===== config.mk =====
export PLATFORM = sky130hd
export DESIGN_NAME = mem_arbiter_flat
export DESIGN_NICKNAME = d
export VERILOG_FILES = /design/src/rtl/mem_arbiter_if.sv /design/src/rtl/mem_arbiter.sv /design/src/flat_wrapper.sv
export SDC_FILE = /design/constraint.sdc
export NUM_CORES = 1
export LEC_CHECK = 0
export ABC_AREA = 1
export BUFFER_PORTS_ARGS = -buffer_cell sky130_fd_sc_hd__buf_2
export CAP_MARGIN = 20
export CORE_AREA = 2 2 84 86
export DETAILED_ROUTE_END_ITERATION = 10
export DIE_AREA = 0 0 86 88
export PLACE_DENSITY = 0.62
export SLEW_MARGIN = 5
export SYNTH_ARGS = -nofsm -noshare
export SYNTH_HDL_FRONTEND = slang
export SYNTH_SLANG_ARGS = --single-unit
export TNS_END_PERCENT = 5

===== constraint.sdc =====
create_clock -name clk -period 0.8 [get_ports clk]
set_input_delay 0.04 -clock clk [delete_from_list [all_inputs] [get_ports clk]]
set_output_delay 0.04 -clock clk [all_outputs]
set_load 0.005 [all_outputs]

===== src/rtl/mem_arbiter_if.sv =====
// ---------------------------------------------------------------------------
// mem_arbiter_if -- bus bundle between two requesters (instruction port and
// data port), the arbiter and the shared memory.
//
// Handshake: a requester raises *_req with its fields and holds them stable
// until the cycle its *_gnt is high (grant is combinational in that cycle).
// Dropping *_req before the grant withdraws the request. Every grant returns
// exactly one *_rvalid pulse in the following cycle; *_rdata is valid only
// while its *_rvalid is high.
//
// Signal groups:
//   i_*  instruction port  : i_req, i_addr -> i_gnt, i_rvalid, i_rdata
//   d_*  data port         : d_req, d_we, d_size, d_signed, d_addr, d_wdata
//                            -> d_gnt, d_rvalid, d_err, d_rdata
//   m_*  memory command    : m_we, m_size, m_signed, m_addr, m_wd -> m_rd
//                            (m_rd is valid one cycle after the command)
//
// Modports:
//   slave  - the arbiter (mem_arbiter)
//   master - the environment driving requests and modelling the memory
// ---------------------------------------------------------------------------
interface mem_arbiter_if #(
    parameter int SIZE_LOG2 = 13
);
    // Instruction port
    logic                 i_req;
    logic [SIZE_LOG2-1:0] i_addr;
    logic                 i_gnt;
    logic                 i_rvalid;
    logic [31:0]          i_rdata;

    // Data port
    logic                 d_req;
    logic                 d_we;
    logic [1:0]           d_size;
    logic                 d_signed;
    logic [SIZE_LOG2-1:0] d_addr;
    logic [31:0]          d_wdata;
    logic                 d_gnt;
    logic                 d_rvalid;
    logic                 d_err;
    logic [31:0]          d_rdata;

    // Shared memory command
    logic                 m_we;
    logic [1:0]           m_size;
    logic                 m_signed;
    logic [SIZE_LOG2-1:0] m_addr;
    logic [31:0]          m_wd;
    logic [31:0]          m_rd;

    modport slave (
        input  i_req, i_addr,
        output i_gnt, i_rvalid, i_rdata,
        input  d_req, d_we, d_size, d_signed, d_addr, d_wdata,
        output d_gnt, d_rvalid, d_err, d_rdata,
        output m_we, m_size, m_signed, m_addr, m_wd,
        input  m_rd
    );

    modport master (
        output i_req, i_addr,
        input  i_gnt, i_rvalid, i_rdata,
        output d_req, d_we, d_size, d_signed, d_addr, d_wdata,
        input  d_gnt, d_rvalid, d_err, d_rdata,
        input  m_we, m_size, m_signed, m_addr, m_wd,
        output m_rd
    );
endinterface


===== src/rtl/mem_arbiter.sv =====
// ---------------------------------------------------------------------------
// mem_arbiter -- shares one single-cycle-latency memory between an
// instruction port (word reads only) and a data port (byte/half/word reads
// and writes). One access per cycle; the response to a grant in cycle N is
// returned in cycle N+1 while a new grant may be issued in cycle N+1.
//
// Ports:
//   clk          single clock, rising edge
//   rst          synchronous reset, active low
//   bus          mem_arbiter_if.slave (requests, grants, responses, memory)
//   dbg_state_o  current FSM state (0 = IDLE, 1 = BUSY)
//
// Configuration macro:
//   MEM_ARB_RR_EN  defined   -> round-robin on simultaneous requests
//                  undefined -> fixed priority, data port wins
//
// Data size encoding: 00 byte, 01 half, 10 word, 11 illegal. An illegal
// data access is granted but never writes memory; its response carries
// d_err=1 and d_rdata=0.
// ---------------------------------------------------------------------------
module mem_arbiter #(
    parameter int SIZE_LOG2 = 13
) (
    input  logic          clk,
    input  logic          rst,
    mem_arbiter_if.slave  bus,
    output logic          dbg_state_o
);
    typedef enum logic { IDLE = 1'b0, BUSY = 1'b1 } state_t;
    typedef enum logic { PORT_I = 1'b0, PORT_D = 1'b1 } port_t;

    state_t state_q, state_d;
    // owner_q is the port granted most recently. It also serves as the
    // round-robin pointer: both update on every grant and reset to PORT_I.
    port_t  owner_q, owner_d;
    logic   err_q, err_d;

    logic                 i_gnt_c;
    logic                 d_gnt_c;
    logic                 d_illegal;
    logic                 m_we_c;
    logic [1:0]           m_size_c;
    logic                 m_signed_c;
    logic [SIZE_LOG2-1:0] m_addr_c;
    logic [31:0]          m_wd_c;

    assign d_illegal = (bus.d_size == 2'b11);

    // Grant decision, combinational from this cycle's requests. Nothing is
    // granted while reset is asserted.
    always_comb begin
        i_gnt_c = 1'b0;
        d_gnt_c = 1'b0;
        if (rst) begin
`ifdef MEM_ARB_RR_EN
            if (bus.i_req && bus.d_req) begin
                // Give the contended slot to the port not served last.
                if (owner_q == PORT_I) begin
                    d_gnt_c = 1'b1;
                end else begin
                    i_gnt_c = 1'b1;
                end
            end else begin
                i_gnt_c = bus.i_req;
                d_gnt_c = bus.d_req;
            end
`else
            d_gnt_c = bus.d_req;
            i_gnt_c = bus.i_req && !bus.d_req;
`endif
        end
    end

    // Memory command mux; idle command is a harmless word read of address 0.
    always_comb begin
        m_we_c     = 1'b0;
        m_size_c   = 2'b10;
        m_signed_c = 1'b0;
        m_addr_c   = '0;
        m_wd_c     = 32'd0;
        if (d_gnt_c) begin
            m_we_c     = bus.d_we && !d_illegal;
            m_size_c   = bus.d_size;
            m_signed_c = bus.d_signed;
            m_addr_c   = bus.d_addr;
            m_wd_c     = bus.d_wdata;
        end else if (i_gnt_c) begin
            m_addr_c   = bus.i_addr;
        end
    end

    // Next-state: BUSY for the cycle after any grant.
    always_comb begin
        state_d = (i_gnt_c || d_gnt_c) ? BUSY : IDLE;
        owner_d = owner_q;
        if (d_gnt_c) begin
            owner_d = PORT_D;
        end else if (i_gnt_c) begin
            owner_d = PORT_I;
        end
        err_d = d_gnt_c && d_illegal;
    end

    always_ff @(posedge clk) begin
        if (!rst) begin
            state_q <= IDLE;
            owner_q <= PORT_I;
            err_q   <= 1'b0;
        end else begin
            state_q <= state_d;
            owner_q <= owner_d;
            err_q   <= err_d;
        end
    end

    assign bus.i_gnt    = i_gnt_c;
    assign bus.d_gnt    = d_gnt_c;
    assign bus.m_we     = m_we_c;
    assign bus.m_size   = m_size_c;
    assign bus.m_signed = m_signed_c;
    assign bus.m_addr   = m_addr_c;
    assign bus.m_wd     = m_wd_c;

    // Responses are gated by rst so a pending response is suppressed in the
    // very cycle reset is asserted, before the registers clear.
    assign bus.i_rvalid = rst && (state_q == BUSY) && (owner_q == PORT_I);
    assign bus.d_rvalid = rst && (state_q == BUSY) && (owner_q == PORT_D);
    assign bus.d_err    = bus.d_rvalid && err_q;
    assign bus.i_rdata  = bus.m_rd;
    assign bus.d_rdata  = err_q ? 32'd0 : bus.m_rd;

    assign dbg_state_o  = (state_q == BUSY);
endmodule


===== src/flat_wrapper.sv =====
// flat-port wrapper written by rule: the top's interface ports become plain ports
module mem_arbiter_flat 
#(
    parameter int SIZE_LOG2 = 13
)
  (clk, rst, dbg_state_o, bus_i_req, bus_i_addr, bus_i_gnt, bus_i_rvalid, bus_i_rdata, bus_d_req, bus_d_we, bus_d_size, bus_d_signed, bus_d_addr, bus_d_wdata, bus_d_gnt, bus_d_rvalid, bus_d_err, bus_d_rdata, bus_m_we, bus_m_size, bus_m_signed, bus_m_addr, bus_m_wd, bus_m_rd);
  mem_arbiter_if #(.SIZE_LOG2(SIZE_LOG2)) bus_i ();
  input  logic clk;
  input  logic rst;
  output logic dbg_state_o;
  input wire logic [$bits(bus_i.i_req)-1:0] bus_i_req;
  input wire logic [$bits(bus_i.i_addr)-1:0] bus_i_addr;
  output wire logic [$bits(bus_i.i_gnt)-1:0] bus_i_gnt;
  output wire logic [$bits(bus_i.i_rvalid)-1:0] bus_i_rvalid;
  output wire logic [$bits(bus_i.i_rdata)-1:0] bus_i_rdata;
  input wire logic [$bits(bus_i.d_req)-1:0] bus_d_req;
  input wire logic [$bits(bus_i.d_we)-1:0] bus_d_we;
  input wire logic [$bits(bus_i.d_size)-1:0] bus_d_size;
  input wire logic [$bits(bus_i.d_signed)-1:0] bus_d_signed;
  input wire logic [$bits(bus_i.d_addr)-1:0] bus_d_addr;
  input wire logic [$bits(bus_i.d_wdata)-1:0] bus_d_wdata;
  output wire logic [$bits(bus_i.d_gnt)-1:0] bus_d_gnt;
  output wire logic [$bits(bus_i.d_rvalid)-1:0] bus_d_rvalid;
  output wire logic [$bits(bus_i.d_err)-1:0] bus_d_err;
  output wire logic [$bits(bus_i.d_rdata)-1:0] bus_d_rdata;
  output wire logic [$bits(bus_i.m_we)-1:0] bus_m_we;
  output wire logic [$bits(bus_i.m_size)-1:0] bus_m_size;
  output wire logic [$bits(bus_i.m_signed)-1:0] bus_m_signed;
  output wire logic [$bits(bus_i.m_addr)-1:0] bus_m_addr;
  output wire logic [$bits(bus_i.m_wd)-1:0] bus_m_wd;
  input wire logic [$bits(bus_i.m_rd)-1:0] bus_m_rd;
  assign bus_i.i_req = bus_i_req;
  assign bus_i.i_addr = bus_i_addr;
  assign bus_i_gnt = bus_i.i_gnt;
  assign bus_i_rvalid = bus_i.i_rvalid;
  assign bus_i_rdata = bus_i.i_rdata;
  assign bus_i.d_req = bus_d_req;
  assign bus_i.d_we = bus_d_we;
  assign bus_i.d_size = bus_d_size;
  assign bus_i.d_signed = bus_d_signed;
  assign bus_i.d_addr = bus_d_addr;
  assign bus_i.d_wdata = bus_d_wdata;
  assign bus_d_gnt = bus_i.d_gnt;
  assign bus_d_rvalid = bus_i.d_rvalid;
  assign bus_d_err = bus_i.d_err;
  assign bus_d_rdata = bus_i.d_rdata;
  assign bus_m_we = bus_i.m_we;
  assign bus_m_size = bus_i.m_size;
  assign bus_m_signed = bus_i.m_signed;
  assign bus_m_addr = bus_i.m_addr;
  assign bus_m_wd = bus_i.m_wd;
  assign bus_i.m_rd = bus_m_rd;
  mem_arbiter #(.SIZE_LOG2(SIZE_LOG2)) u_core (.clk(clk), .rst(rst), .bus(bus_i), .dbg_state_o(dbg_state_o));
endmodule

### Word level (Yosys, flattened, before mapping)

Index checks and enable logic that the tools add are counted.

| storage, ports and cells | value |
|---|---|
| flip-flop bits (word level) | 3 |
| input bits | 98 |
| output and inout port bits | 119 |
| logic and storage cells | 28 |

| operators by class | value |
|---|---|
| equal/unequal tests | 1 |
| muxes and demuxes | 12 |
| bitwise gates (word level) | 1 |
| reductions and logical operators | 11 |

Operators with widths:

| operator | count |
|---|---|
| two-way mux 32 bit | 2 |
| two-way mux 13 bit | 2 |
| logical AND 1 bit | 7 |
| two-way mux 1 bit | 7 |
| == test 2 bit, second input constant | 1 |
| logical NOT 1 bit | 2 |
| two-way mux 2 bit | 1 |
| nonzero test 2 bit | 1 |
| logical OR 1 bit | 1 |
| NOT 1 bit | 1 |

### Longest topological paths before layout

Gate-level depths: netlist (run 1).

| depth | value |
|---|---|
| depth after elaboration | 5 |
| gate-level depth with buffers | 6 |
| depth with buffers taken out | 4 |

### Least setup slack after synthesis (run 1)

No wires, ideal clock.

| path | value |
|---|---|
| path kind | register to output |
| start | register u_core.err_q |
| end | output bus_d_rdata[0] |
| arrival time | 0.715 ns |
| required time | 0.760 ns |
| slack | 0.045 ns |
| stages on the path, launching flop included | 4 |
| buffers on the path | 2 |
| path through | dfxtp_1 -> clkbuf_1 -> buf_2 -> nor2_1 |

| between the ends | value |
|---|---|
| cells in the longest elaborated chain, start to end | 1 |

RTL lines:

| item | line | text |
|---|---|---|
| from (decl) | mem_arbiter.sv:36 | `logic err_q, err_d;` |
| from (signal assigned) | mem_arbiter.sv:112 | `err_q <= err_d;` |
| two-way mux 32 bit | mem_arbiter.sv:130 | `assign bus.d_rdata = err_q ? 32'd0 : bus.m_rd;` |
| to (decl) | flat_wrapper.sv:25 | `output wire logic [$bits(bus_i.d_rdata)-1:0] bus_d_rdata;` |

No other way between the ends.

### Worst setup path in the final report (run 1)

| path | value |
|---|---|
| start | register u_core.err_q |
| end | output bus_d_rdata[16] |

Same word-level chain as after synthesis.

==> results of run 1 <==
worst max-delay path: cells and delay by family (launching register included):
family | cells | cell delay, ns
flops | 1 | 0.36
buf+inv | 2 | 0.27
simple gates | 1 | 0.10
final timing paths:
kind	endpoint	slack, ns	depth (start not counted)
max	bus_d_rdata[16]	-0.19	3
min	u_core.err_q	0.09	3
max reg2reg	u_core.owner_q	0.13	3
min reg2reg	u_core.owner_q	0.57	3
layer usage:
metal / routed length, µm / vias up
li1: - / 1004
met4: 43 / 0
met5: 0 / -
met3: 499 / 4
met2: 2630 / 120
met1: 1730 / 809
flip-flops by register name (all words and copies together), names as in the netlist:
| signal | count |
|---|---|
| u_core.owner_q | 1 |
| u_core.dbg_state_o | 1 |
| u_core.err_q | 1 |
cell usage in the layout (no fill, tap or decap), types with 3 or more instances in the layout:
master    synthesis  final
inv_1            71     71
buf_2             7    216
nor2_2            9     18
buf_4            33      7
nor2_1           51     42
nand2_1          30     30
nor2_4           10     10
nand4_1          13     13
clkbuf_8          0      3
buf_12            1      3
power by group through the flow:
| stage | clock [mW] | combinational (mW) | sequential (mW) |
|---|---|---|---|
| after floorplan | 0 | 0.504 | 0.166 |
| after global placement | 0 | 0.966 | 0.167 |
| after detailed placement | 0 | 0.978 | 0.167 |
| after CTS | 0.458 | 0.998 | 0.165 |
| after global routing | 0.476 | 1.11 | 0.167 |
| final | 0.444 | 0.998 | 0.165 |
metrics by stage:
stage                     hold slack (ns)  cell area [µm²]  setup TNS (ns)  util (%)
after floorplan                     0.116             1260               0         -
after global placement              0.259             2220               0      33.4
after detailed placement            0.261             2220         -0.0637      33.4
after CTS                          0.0895             2300           -6.19      34.7
after global routing                0.105             2330           -7.37      35.0
final                              0.0857             2330           -5.86      35.0
logic make-up (layout without fill, tap and decap cells):
family | Yosys count | after routing | synth area share, %
buffers and inverters | 117 | 303 | 48.4
DFF | 3 | 3 | 4.76
AOI/OAI and AO/OA | 1 | 1 | 0.396
and+or+nand+nor | 118 | 118 | 46.5
layout make-up:
type | count | area [µm²] | area share [%]
timing repair buffer | 227 | 1220 | 52.5
multi-input combinational | 119 | 619 | 26.6
inverter | 72 | 275 | 11.8
tap | 80 | 100 | 4.30
sequential | 3 | 65.1 | 2.80
clock buffer | 4 | 45.0 | 1.94
repair_timing:
action | in CTS | in global routing
gates resized for setup | 6 | 10
pin swaps | 24 | 0
endpoints found under the setup margin | 47 | 39
cloned | 1 | 0
hold buffers | 0 | 0
==> key figures, run 1 <==
Run status
  – Status: finished, violations left
  – Failing checks: setup timing

Synth
  – Synth Flop Type: dfxtp_1
  – Most area-consuming cells after synthesis: inv_1 (21%), buf_4 (20%), nor2_1 (15%), nand2_1 (8.9%), nor2_4 (8.9%)
  – Yosys top cell by area: inv_1
  – Synth Register Bits: 3
  – Seq/Total Area, Yosys: 4.76%
  – EDFF count, synth: 0
  – Fraction of registers with async set/reset: 0%
  – Syn Nets: 337
  – Post-synth top cells: inv_1 (71), nor2_1 (51), buf_4 (33)
  – Post-Synthesis Cells: 239
  – Ys Warns: 0
  – Post-Syn Area: 1260 µm²
  – Mean Syn Cell Area: 5.28 µm²
  – Top cell type's share of synthesized area: 21.1%
  – Post-synth cell types: 18
  – Most frequent cell after synthesis: inv_1

Global routing
  – Grt met2 use: 22.9%
  – Vias in the first global route: 1580
  – Largest net degree at the start of global routing: 17
  – First-pass GRT wire length: 6720 µm
  – Initial antenna violation count: 0
  – Total track usage: 11.1%
  – GR Util met1: 11.3%
  – GRT overflow: 0
  – Gr busiest metal: met2
  – M3 GR Usage: 1.89%

Place
  – Number of port buffers: 216
  – Final HPWL DP: 4240 µm
  – Placed cells: 500
  – Dpl ws: -0.0208 ns
  – GP Congestion: 0.755

Clock network
  – Root Buffer: clkbuf_8
  – Buffer count from post-CTS setup fixing: 0
  – CTS sink cnt: 3
  – Num CTS Buffers: 3
  – Clk slew on worst S/H paths: 0.03 ns
  – CTS max path bufs: 2
  – H-tree levels: 1
  – CTS tree: built
  – Clock latency on the worst-skew pair: 0.22 ns

Power
  – Share of total power in sequential cells: 10.3%
  – Total power draw: 1.61 mW
  – Clk network pwr share: 27.6%
  – Peak VDD IR: 0.725 mV
  – Sw power: 0.586 mW
  – LEAKAGE: 1.69 nW
  – Net Sw Frac: 36.4%
  – Int Pwr: 1.02 mW
  – Comb power frac: 62.1%
  – Pwr dens: 691 nW/µm²

Critical path
  – Crit Reg-Reg Startpoint: u_core.owner_q
  – CP startpoint kind: flip-flop
  – CP Cell Sequence: buf_12, nor2_1, buf_2
  – Critical path type: reg -> out
  – Critical-path maximum fanout: 16
  – Slowest Stage Delay on Critical Path: 0.36 ns
  – CP required: 0.76 ns
  – Slowest CP cell: dfxtp_4
  – CP endpoint kind: output port
  – Arrival time worst endpoint: 0.95 ns
  – CP startpoint: u_core.err_q

Drt
  – Antenna Nets Post-Route: 0
  – 1st-pass router iterations: 4
  – Via count: 1937
  – Wire per inst: 9.70 µm
  – Detailed Route Iter0 Violations: 13
  – Via-per-instance ratio: 3.84
  – Total wire length: 4900 µm
  – # DRC: 0

Min path
  – Hold Crit Class: in -> reg
  – Hold Crit Start: bus_d_size[0]

Timing
  – Final min period: 0.991 ns
  – Final Cycle Share: 124%
  – Actual slew at the worst max-slew pin: 0.229 ns
  – Max Fclk: 1010 MHz
  – Final Hold Viols: 0
  – Final slew viol count: 0
  – Skew final: 0 ns
  – RSZ-0062 raised after global routing: yes
  – Final worst slack: -0.191 ns
  – Slew HR: 84.6%
  – # setup viols final: 35

Layout
  – Final net count: 524
  – Fillcell total: 748
  – Final cell count without fillers: 505
  – Share of post-route cells with drive strength above 1: 61.9%
  – N_diodes: 0
  – Area growth from synthesis to layout: 84.2%

Die
  – Initial cell density of the core: 19.0%
  – Die Span Y: 88 µm
  – Die area: 7570 µm²
  – Die W: 86 µm
  – # rows: 30
  – Core ar.: 6640 µm²
  – I/O pin count: 217

Job
  – Max Cap Violations: 0
Power figures use the tool's default switching activity.
==> run 2, diff against run 1 <==
- RECOVER_POWER: unset -> 25
==> key figures, run 2 (same netlist as run 1, synthesis figures left out) <==
Timing
  – Final Hold Viols: 0 (unchanged)
  – Max Fclk: 1010 MHz (about the same)
  – Final Cycle Share: 124% (about the same)
  – Skew final: 0 ns (unchanged)
  – Final min period: 0.991 ns (+0.0000410 ns)
  – Final slew viol count: 0 (unchanged)
  – Actual slew at the worst max-slew pin: 0.229 ns (unchanged)
  – RSZ-0062 raised after global routing: yes
  – Slew HR: 84.6% (unchanged)
  – Final worst slack: -0.191 ns (-0.0000410 ns)
  – # setup viols final: 35 (unchanged)
  – Post-route setup TNS: -5.86 ns (+0.000990 ns)

Critical path
  – CP endpoint kind: output port
  – Arrival time worst endpoint: 0.95 ns (about the same)
  – Family with the most delay on the worst path: flip-flops
  – CP Cell Sequence: buf_12, nor2_1, buf_2
  – CP startpoint kind: flip-flop
  – Slowest CP cell: dfxtp_4
  – Slowest Stage Delay on Critical Path: 0.36 ns (about the same)
  – CP required: 0.76 ns (about the same)
  – Critical-path maximum fanout: 16 (unchanged)
  – Critical path type: reg -> out
  – CP Buf/Inv Count: 2 (unchanged)

Die
  – I/O pin count: 217 (unchanged)
  – Die Span Y: 88 µm (unchanged)
  – # rows: 30 (unchanged)
  – Initial cell density of the core: 19.0% (unchanged)
  – Die W: 86 µm (unchanged)
  – Die area: 7570 µm² (unchanged)
  – Core ar.: 6640 µm² (unchanged)

Layout
  – Final instance area: 2320 µm² (-0.27%)
  – Final cell count without fillers: 505 (unchanged)
  – Final net count: 524 (unchanged)
  – Commonest non-fill, non-tap cell in the layout: buf_2
  – Most frequent cells in the layout: buf_2 (211), inv_1 (71), nor2_1 (42)
  – Share of post-route cells with drive strength above 1: 60.7% (-1.2 points)
  – Fillcell total: 751 (+0.40%)
  – Final core occ: 34.9% (-0.094 points)
  – Area growth from synthesis to layout: 83.7%
  – N_diodes: 0 (unchanged)

Power
  – Peak VDD IR: 0.725 mV (about the same)
  – LEAKAGE: 1.67 nW (-0.82%)
  – Pwr dens: 692 nW/µm² (about the same)

Drt
  – 1st-pass router iterations: 4 (unchanged)
  – Total wire length: 4910 µm (+0.16%)
  – Detailed Route Iter0 Violations: 12 (-1)
  – Antenna Nets Post-Route: 0 (unchanged)
  – Via count: 1936 (-0.052%)
  – Via-per-instance ratio: 3.83 (about the same)
  – # DRC: 0 (unchanged)
  – Wire per inst: 9.71 µm (+0.16%)

Clock network
  – Root Buffer: clkbuf_8
  – Num CTS Buffers: 3 (unchanged)
  – CTS sink cnt: 3 (unchanged)
  – Post-CTS Hold Fix Bufs: 0 (unchanged)
  – CTS max path bufs: 2 (unchanged)
  – Clock latency on the worst-skew pair: 0.22 ns (about the same)
  – CTS tree: built
  – Clk slew on worst S/H paths: 0.03 ns (about the same)
  – H-tree levels: 1 (unchanged)

Global routing
  – Total track usage: 11.1% (unchanged)
  – Vias in the first global route: 1580 (unchanged)
  – Initial antenna violation count: 0 (unchanged)
  – First-pass GRT wire length: 6720 µm (unchanged)
  – GRT overflow: 0 (unchanged)
  – Largest net degree at the start of global routing: 17 (unchanged)

Place
  – Placed cells: 500 (unchanged)
  – Area after DPL: 2220 µm² (unchanged)
  – Final HPWL DP: 4240 µm (unchanged)
  – Number of port buffers: 216 (unchanged)
  – GP Congestion: 0.755 (unchanged)

Run status
  – Status: finished, violations left
  – Failing checks: setup timing

Min path
  – Hold Crit Class: in -> reg

Job
  – Max Cap Violations: 0 (unchanged)
-- run 2: cell types whose count changed in the layout (fill, tap and decap cells not counted), sizes merged --
cell    previous run  this run
buf              227       222
clkbuf             4         9
-- run 2: what timing repair did --
item / in CTS / in global routing
resized for setup: 6 / 10
buffers inserted: 0 / 0
pin swaps: 24 / 0
setup endpoints to repair: 47 / 39
cloned: 1 / 0
-- run 2: area by class of cell --
cell class	count	area [µm²]	share of cell area (%)
tap	80	100	4.32
inverter	72	275	11.9
sequential	3	65.1	2.80
clock buffer	4	45.0	1.94
timing repair buffer	227	1210	52.4
multi-input combinational	119	619	26.7
-- run 2: metrics by stage --
| step | hold WS, ns | total power [mW] | setup WS [ns] |
|---|---|---|---|
| floorplan | 0.116 | 0.670 | 0.0455 |
| CTS | 0.0895 | 1.62 | -0.203 |
| global route | 0.105 | 1.75 | -0.240 |
| detailed placement | 0.261 | 1.14 | -0.0208 |
| finish | 0.0857 | 1.60 | -0.191 |
| global placement | 0.259 | 1.13 | 0.0111 |
-- run 2: power by group --
part           switching [mW]  internal (mW)
clock                   0.104          0.340
sequential            0.00759          0.158
combinational           0.474          0.520
-- run 2: routing by layer --
| metal | share of wire [%] | track usage (%) | vias up |
|---|---|---|---|
| met2 | 53 | 22.9 | 122 |
| li1 | - | - | 1002 |
| met5 | 0 | 0 | - |
| met1 | 35 | 11.3 | 808 |
| met3 | 10 | 1.89 | 4 |
| met4 | 0.88 | 3.03 | 0 |
-- run 2: final timing paths --
kind	from	to	slack, ns	depth (start not counted)
max	u_core.err_q	bus_d_rdata[16]	-0.19	3
min	bus_d_size[0]	u_core.err_q	0.09	3
max reg2reg	u_core.owner_q	u_core.owner_q	0.13	3
min reg2reg	u_core.owner_q	u_core.owner_q	0.57	3
-- run 2: worst min-delay path: stages --
cell and delay (ns):
buf_2 0.10, nand2_1 0.07, nor2_1 0.05
==> run 3, diff against run 2 <==
- RECOVER_POWER: 25 -> 50
==> key figures, run 3 (same netlist as run 1, synthesis figures left out) <==
Timing
  – Final min period: 0.990 ns (-0.000932 ns)
  – Final worst slack: -0.190 ns (+0.000932 ns)
  – Skew final: 0 ns (unchanged)
  – Final Hold Viols: 0 (unchanged)
  – Max Fclk: 1010 MHz (about the same)
  – Actual slew at the worst max-slew pin: 0.229 ns (+0.000176 ns)
  – Final Cycle Share: 124% (about the same)
  – RSZ-0062 raised after global routing: yes
  – Slew HR: 84.6% (about the same)
  – # setup viols final: 35 (unchanged)
  – Final slew viol count: 0 (unchanged)

Place
  – Number of port buffers: 216 (unchanged)
  – Area after DPL: 2220 µm² (unchanged)
  – GP Congestion: 0.755 (unchanged)
  – Dpl ws: -0.0208 ns (unchanged)
  – Final HPWL DP: 4240 µm (unchanged)

Die
  – Die W: 86 µm (unchanged)
  – I/O pin count: 217 (unchanged)
  – Initial cell density of the core: 19.0% (unchanged)
  – Core ar.: 6640 µm² (unchanged)
  – # rows: 30 (unchanged)
  – Die area: 7570 µm² (unchanged)
  – Die Span Y: 88 µm (unchanged)

Clock network
  – Clk slew on worst S/H paths: 0.03 ns (about the same)
  – Num CTS Buffers: 3 (unchanged)
  – Buffer count from post-CTS setup fixing: 0 (unchanged)
  – H-tree levels: 1 (unchanged)
  – CTS tree: built
  – CTS max path bufs: 2 (unchanged)
  – Root Buffer: clkbuf_8
  – Clock latency on the worst-skew pair: 0.22 ns (about the same)
  – CTS sink cnt: 3 (unchanged)
  – Post-CTS Hold Fix Bufs: 0 (unchanged)

Drt
  – Via count: 1937 (+0.052%)
  – 1st-pass router iterations: 4 (unchanged)
  – Detailed Route Iter0 Violations: 10 (-2)
  – Antenna Nets Post-Route: 0 (unchanged)
  – Total wire length: 4920 µm (+0.33%)
  – Via-per-instance ratio: 3.84 (about the same)
  – Wire per inst: 9.75 µm (+0.33%)
  – # DRC: 0 (unchanged)

Critical path
  – CP required: 0.76 ns (about the same)
  – Critical-path maximum fanout: 16 (unchanged)
  – Critical path type: reg -> out
  – CP endpoint kind: output port
  – CP startpoint kind: flip-flop
  – Arrival time worst endpoint: 0.95 ns (about the same)

Run status
  – Failing checks: setup timing
  – Status: finished, violations left

Global routing
  – Total track usage: 11.1% (unchanged)
  – Vias in the first global route: 1580 (unchanged)
  – GRT overflow: 0 (unchanged)
  – Largest net degree at the start of global routing: 17 (unchanged)
  – First-pass GRT wire length: 6720 µm (unchanged)
  – Initial antenna violation count: 0 (unchanged)

Layout
  – Final instance area: 2300 µm² (-0.92%)
  – Most frequent cells in the layout: buf_2 (194), inv_1 (71), nor2_1 (42)
  – Share of post-route cells with drive strength above 1: 56.7% (-4.0 points)
  – N_diodes: 0 (unchanged)
  – Commonest non-fill, non-tap cell in the layout: buf_2
  – Area growth from synthesis to layout: 82.1%
  – Final net count: 524 (unchanged)

Min path
  – Hold Crit Class: in -> reg

Power
  – Pwr dens: 694 nW/µm² (+0.38%)
  – LEAKAGE: 1.62 nW (-3.0%)
  – Peak VDD IR: 0.725 mV (about the same)

Job
  – Max Cap Violations: 0 (unchanged)
[run 3: changes by cell type in the layout (fill, tap and decap cells not counted)]
cell	previous run	this run
buf_2	211	194
clkbuf_1	6	22
buf_1	0	1
[run 3: critical path, stage by stage (launching register included)]
cell and delay [ns]:
dfxtp_4 0.36, buf_12 0.15, nor2_1 0.10, buf_2 0.11
[run 3: cell type report]
cell class	instances	area, µm²
flip-flops and latches	3	65.1
clock buffers	4	45.0
well taps	80	100
multi-input cells	119	619
inverters	72	275
repair buffers	227	1190
fillers	765	4350
[run 3: metrics by stage]
step | cells | hold slack [ns] | power, mW | util, % | TNS (ns)
finish | 505 | 0.0857 | 1.60 | 34.6 | -5.86
global route | 505 | 0.105 | 1.74 | 34.6 | -7.37
CTS | 505 | 0.0895 | 1.62 | 34.7 | -6.19
detailed placement | 500 | 0.261 | 1.14 | 33.4 | -0.0637
global placement | 500 | 0.259 | 1.13 | 33.4 | 0
floorplan | 239 | 0.116 | 0.670 | - | 0
[run 3: repair_timing]
action	in CTS	in global routing
gates resized for setup	6	10
setup endpoints to repair	47	39
pin swaps	24	0
gates cloned	1	0
endpoints found under the hold margin	0	0
[run 3: path summary, 6_finish.rpt]
kind / end / start / slack (ns) / depth (start not counted)
worst min-delay path: u_core.err_q / bus_d_size[0] / 0.09 / 3
worst max register to register: u_core.owner_q / u_core.owner_q / 0.13 / 3
worst max-delay path: bus_d_rdata[16] / u_core.err_q / -0.19 / 3
worst min register to register: u_core.owner_q / u_core.owner_q / 0.57 / 3
[run 3: report_power, final]
group / switching [mW] / total (mW) / internal (mW)
combinational: 0.476 / 0.985 / 0.510
sequential: 0.00759 / 0.165 / 0.158
clock: 0.105 / 0.445 / 0.340
[run 3: per-layer routing]
layer  global-route usage, %  wire (µm)  up-vias
met4                    3.03         43        0
met2                    22.9       2620      120
met3                    1.89        495        4
li1                        -          -     1004
met5                       0          0        -
met1                    11.3       1760      809
